File: src/rtl/dmem_pkg.sv
// Shared types and defaults for the data-memory responder.
// The optional byte-strobe build is selected with DMEM_BYTE_WRITE_EN.
package dmem_pkg;

    localparam int unsigned DMEM_N       = 16;
    localparam int unsigned DMEM_ADDR_W  = 8;
    localparam int unsigned DMEM_LATENCY = 2;

    typedef enum logic [1:0] {
        IDLE,
        WAIT,
        RESP
    } state_e;

    // Misaligned byte address, or any bit set above the word-index field.
    function automatic logic addr_err(input logic [31:0] addr,
                                      input int unsigned n,
                                      input int unsigned addr_w);
        logic err;
        err = addr[0];
        for (int unsigned i = 1; i < 32; i++) begin
            if (i > addr_w && i < n && addr[i]) err = 1'b1;
        end
        return err;
    endfunction

endpackage

File: src/rtl/dmem_ram.sv
// Word-addressed storage array: synchronous per-lane write, combinational read.
module dmem_ram #(
    parameter int unsigned N      = 16,
    parameter int unsigned ADDR_W = 8,
    parameter int unsigned LANES  = N / 8
) (
    input  logic              clk,
    input  logic [LANES-1:0]  we,
    input  logic [ADDR_W-1:0] addr,
    input  logic [N-1:0]      wdata,
    output logic [N-1:0]      rdata
);

    logic [N-1:0] mem_q [2**ADDR_W];

    always_ff @(posedge clk) begin
        for (int unsigned l = 0; l < LANES; l++) begin
            if (we[l]) mem_q[addr][l*8 +: 8] <= wdata[l*8 +: 8];
        end
    end

    assign rdata = mem_q[addr];

endmodule

File: src/rtl/dmem_responder.sv
// Data-memory responder with fixed access latency over valid/ready handshakes.
// Define DMEM_BYTE_WRITE_EN to add the req_be byte-strobe port.
module dmem_responder
    import dmem_pkg::*;
#(
    parameter int unsigned N       = DMEM_N,
    parameter int unsigned ADDR_W  = DMEM_ADDR_W,
    parameter int unsigned LATENCY = DMEM_LATENCY
) (
    input  logic         clk,
    input  logic         reset,
    input  logic         req_valid,
    output logic         req_ready,
    input  logic         req_write,
    input  logic [N-1:0] req_addr,
    input  logic [N-1:0] req_wdata,
`ifdef DMEM_BYTE_WRITE_EN
    input  logic [N/8-1:0] req_be,
`endif
    output logic         rsp_valid,
    input  logic         rsp_ready,
    output logic [N-1:0] rsp_rdata,
    output logic         rsp_err,
    output logic         busy
);

    localparam int unsigned LANES  = N / 8;
    localparam bit          DIRECT = (LATENCY == 1);

    state_e           state_q, state_d;
    logic [3:0]       cnt_q, cnt_d;
    logic             wr_q;
    logic [N-1:0]     addr_q, wdata_q;
    logic [LANES-1:0] be_q;
    logic [N-1:0]     rdata_q, rdata_d;
    logic             err_q, err_d;

    logic             accept, commit;
    logic             src_write, src_err;
    logic [N-1:0]     src_addr, src_wdata;
    logic [LANES-1:0] src_be, req_be_w, ram_we;
    logic [N-1:0]     ram_rdata;

`ifdef DMEM_BYTE_WRITE_EN
    assign req_be_w = req_be;
`else
    assign req_be_w = '1;
`endif

    assign accept = (state_q == IDLE) && req_valid;

    // With single-cycle latency the commit coincides with acceptance, so the
    // live request fields stand in for the not-yet-loaded captured copy.
    assign commit    = DIRECT ? accept : (state_q == WAIT && cnt_q == 4'd1);
    assign src_write = DIRECT ? req_write : wr_q;
    assign src_addr  = DIRECT ? req_addr  : addr_q;
    assign src_wdata = DIRECT ? req_wdata : wdata_q;
    assign src_be    = DIRECT ? req_be_w  : be_q;

    dmem_ram #(
        .N      (N),
        .ADDR_W (ADDR_W),
        .LANES  (LANES)
    ) u_ram (
        .clk   (clk),
        .we    (ram_we),
        .addr  (src_addr[ADDR_W:1]),
        .wdata (src_wdata),
        .rdata (ram_rdata)
    );

    always_comb begin
        state_d = state_q;
        cnt_d   = cnt_q;
        rdata_d = rdata_q;
        err_d   = err_q;
        ram_we  = '0;
        src_err = addr_err(32'(src_addr), N, ADDR_W);

        case (state_q)
            IDLE: begin
                if (req_valid) begin
                    state_d = DIRECT ? RESP : WAIT;
                    cnt_d   = DIRECT ? 4'd0 : 4'(LATENCY - 1);
                end
            end
            WAIT: begin
                cnt_d = cnt_q - 4'd1;
                if (cnt_q == 4'd1) state_d = RESP;
            end
            RESP: begin
                if (rsp_ready) state_d = IDLE;
            end
            default: state_d = IDLE;
        endcase

        if (commit) begin
            err_d   = src_err;
            rdata_d = (!src_write && !src_err) ? ram_rdata : '0;
            if (src_write && !src_err && !reset) ram_we = src_be;
        end
    end

    always_ff @(posedge clk) begin
        if (reset) begin
            state_q <= IDLE;
            cnt_q   <= '0;
            rdata_q <= '0;
            err_q   <= 1'b0;
            wr_q    <= 1'b0;
            addr_q  <= '0;
            wdata_q <= '0;
            be_q    <= '0;
        end else begin
            state_q <= state_d;
            cnt_q   <= cnt_d;
            rdata_q <= rdata_d;
            err_q   <= err_d;
            if (accept) begin
                wr_q    <= req_write;
                addr_q  <= req_addr;
                wdata_q <= req_wdata;
                be_q    <= req_be_w;
            end
        end
    end

    assign req_ready = (state_q == IDLE);
    assign rsp_valid = (state_q == RESP);
    assign busy      = (state_q != IDLE);
    assign rsp_rdata = rdata_q;
    assign rsp_err   = err_q;

endmodule

File: config.mk
export PLATFORM = sky130hd
export DESIGN_NAME = dmem_responder
export DESIGN_NICKNAME = d
export VERILOG_FILES = /design/src/rtl/dmem_pkg.sv /design/src/rtl/dmem_ram.sv /design/src/rtl/dmem_responder.sv
export SDC_FILE = /design/constraint.sdc
export NUM_CORES = 2
export LEC_CHECK = 0
export ABC_AREA = 0
export CORE_AREA = 5 5 572 630
export DETAILED_ROUTE_END_ITERATION = 16
export DIE_AREA = 0 0 577 635
export SLEW_MARGIN = 20
export SYNTH_ARGS = -nofsm -noshare
export SYNTH_HDL_FRONTEND = slang
export SYNTH_HIERARCHICAL = 1
export SYNTH_SLANG_ARGS = --single-unit
File: constraint.sdc
create_clock -name clk -period 8.5 [get_ports clk]
set_input_delay 0.85 -clock clk [delete_from_list [all_inputs] [get_ports clk]]
set_output_delay 0.85 -clock clk [all_outputs]
set_load 0.03 [all_outputs]
==> qor.yml <==
grt_pass1_wl_mm: 571.2
hp-start: "addr_q[9]$_SDFFE_PP0P_"
worstReg2RegEnd: "rsp_rdata[13]$_SDFFE_PP0P_"
start_util_pct: 44.83
synth-async-reset-ratio_pct: 0
reg2reg_from: "addr_q[1]$_SDFFE_PP0P_"
period_share_pct: 60.05
r2r_slack_ps: 3400
muxShareOfSynthArea_pct: 14.57
drt_iter0_drc: 8433
max_cap_violations: 0
rows: 229
slew_headroom_pct: 18.40
numPortBuffers: 56
end_kind: "register"
clock_skew_ps: 61.31
grt_pass1_vias: 77430
p_leak_nw: 54.52
die_height_um: 635
dr_total_vias: 75860
yosysTopAreaCell: "edfxtp_1"
syn_area_um2: 158200
clock_tree.root_cell: "clkbuf_16"
cp_max_fo: 87
hold_end: "addr_q[9]$_SDFFE_PP0P_"
ys_warn_count: 6
yosysSeqAreaShare_pct: 78.45
overflow: 0
area_growth_pct: 12.60
viasPerCell: 6.060
die-area_um2: 366400
max_stage_delay_ps: 1050
fin_crit_ps: 5105
synthTopCellsByArea: "edfxtp_1 78%, mux4_2 15%, a22oi_1 2.4%"
die_x_um: 577
power.density_nw_per_um2: 240.2
netlist_instances: 7251
hold_path_depth: 2
ys_ff_latch: 4153
finalSetupViolCount: 0
fin_nets: 7466
wl_mm: 395.3
place.gp.congestion: 0.7914
dp_hpwl_mm: 226.7
finalPower_mw: 42.79
hold_path_class: "reg2reg"
synth_top_family_by_area: "multiplexers"
synth_fa_ha_area_share_pct: 0.01581
hold_buffers: 0
clock_path_buffers: 4
first_pass_iters: 6
worstPathArrival_ps: 5920
slew_viol_final: 0
worst_pin_slew_ps: 1224
reg2regPathDepth: 8
cts_buffers: 422
synthTopCellsByCount: "4096 x edfxtp_1, 1024 x mux4_2, 518 x nor2_1, 512 x a22oi_1, 294 x a21oi_1"
drive_above_1_share_pct: 24.40
ant_nets: 0
synth_edf_count: 4096
fillerInstances: 27780
tritoncts: "built"
synth_compound_area_share_pct: 3.834
post-cts-setup-buffers: 0
vdd_drop_max_uv: 183.6
worstSetupStartpointType: "register"
synth_top_area_share_pct: 77.73
worstSkewPairLatency_ps: 960
boundaryPins: 57
crit_chain: "buf_12 > buf_4 > mux4_2 > a22oi_1 > a21oi_1 > o41ai_1 > nand4_1 > a22o_1"
crit_required_ps: 9310
synthXorXnorAreaFrac_pct: 0
fin_cells: 12520
slowest_stage: "o41ai_1"
final_hold_viol_count: 0
clock-sinks: 4153
grt_use_total_pct: 21.27
synth_fp_nets: 7290
postLayoutCoreUtil_pct: 50.48
wl_per_cell_um: 31.58
status: "complete, no violations"
synth_most_common_cell: "edfxtp_1"
core_um2: 353000
cts_resized: 0
grt_max_degree: 190
fmax_ghz: 0.1959
yosysUniqueCellTypes: 41
synth_simple_gate_area_share_pct: 1.820
finalSetupTns_ps: 0
cts_htree_levels: 5
synthFlopType: "edfxtp_1"
syn_avg_cell_area_um2: 21.82
place_inst: 11740
antenna_found_initial: 7
crit_type: "reg2reg"
drc: 0
clk_pin_slew_ps: 60
rsz0062_at_grt: "false"
[per-layer routing]
layer | GRT usage, % | share of wire [%] | vias to the layer above
li1 | - | - | 31080
met1 | 29.33 | 40 | 40940
met2 | 34.75 | 49 | 3185
met3 | 3.825 | 7.5 | 649
met4 | 6.691 | 3.5 | 0
met5 | 0 | 0 | -
[power by group]
group          switching, mW  leakage, nW  internal (mW)
sequential             0.118         39.1           22.6
clock                   7.61         6.50           10.2
combinational           1.47         8.95          0.789
[logic make-up (layout without fill, tap and decap cells)]
logic type                 after synthesis  count (layout)
AOI/OAI and AO/OA                      893             893
buffers and inverters                  476            1004
other                                    0               4
muxes                                 1024            1024
and+or+nand+nor                        703             703
DFF                                   4153            4153
adders and majority gates                2               2
[area by class of cell]
type                       count  area [µm²]  share of cell area (%)
antenna                        4       10.01                0.005618
clock buffer                 524       11280                   6.330
clock inverter               252        2016                   1.131
inverter                       3       11.26                0.006320
multi-input combinational   2622       32540                   18.26
sequential                  4153      124200                   69.71
tap                         4735        5924                   3.325
timing repair buffer         225        2191                   1.230
[worst max path at each step]
stage / slack, ps / end / from
2_1_floorplan: 4250 / u_ram/mem_q[0][0]$_DFFE_PP_ / src_wdata[0]$_SDFFE_PP0P_
3_3_place_gp: 2770 / rsp_rdata[0]$_SDFFE_PP0P_ / addr_q[1]$_SDFFE_PP0P_
3_5_place_dp: 3370 / rsp_rdata[11]$_SDFFE_PP0P_ / addr_q[1]$_SDFFE_PP0P_
4_1_cts: 3380 / rsp_rdata[11]$_SDFFE_PP0P_ / addr_q[1]$_SDFFE_PP0P_
5_1_grt: 3210 / rsp_rdata[14]$_SDFFE_PP0P_ / addr_q[1]$_SDFFE_PP0P_
6_report: 3400 / rsp_rdata[13]$_SDFFE_PP0P_ / addr_q[1]$_SDFFE_PP0P_
[cells in the final DEF, fill, tap and decap left out, types with 4 or more instances in the layout]
master | Yosys | routed
nor2b_4 | 1 | 7
o41ai_1 | 64 | 26
dfxtp_1 | 57 | 39
clkbuf_16 | 0 | 434
diode_2 | 0 | 4
nand2_1 | 97 | 84
o41ai_2 | 0 | 38
a22o_1 | 16 | 16
clkinv_1 | 0 | 101
nand4_1 | 24 | 24
nand2_2 | 0 | 12
bufinv_16 | 0 | 27
clkdlybuf4s50_1 | 0 | 55
nand3_1 | 32 | 16
edfxtp_1 | 4096 | 4096
clkinvlp_4 | 0 | 19
clkbuf_8 | 0 | 8
a21oi_1 | 294 | 294
mux4_2 | 1024 | 1024
clkinv_8 | 0 | 4
a22oi_1 | 512 | 512
buf_4 | 17 | 137
clkbuf_1 | 291 | 82
nand3_2 | 0 | 16
dfxtp_4 | 0 | 18
nor2_1 | 518 | 512
nor2_2 | 0 | 4
inv_6 | 0 | 6
buf_12 | 1 | 27
clkinv_2 | 0 | 89
[state kept, by name, indices dropped and copies added (netlist names)]
| register | cells |
|---|---|
| rsp_rdata | 16 |
| be_q | 1 |
| u_ram/mem_q | 4096 |
| rsp_err | 1 |
| addr_q | 16 |
| state_q | 2 |
| src_wdata | 16 |
| src_write | 1 |
| cnt_q | 4 |
[through the flow]
stage / hold WS (ps) / worst slack, ps / cell area [µm²]
floorplan: 433.0 / 4247 / 158200
global placement: 451.4 / 2772 / 164700
detailed placement: 460.2 / 3367 / 164800
CTS: 384.0 / 3379 / 178100
global route: 428.0 / 3215 / 178200
finish: 469.5 / 3395 / 178200
[worst max-delay path: cells and delay by family (launching register included)]
family	cells	cell delay, ps
simple gates	1	210
buf+inv	2	1100
mux	1	570
flops	1	930
compound gates	4	1920
Power figures use the tool's default switching activity.
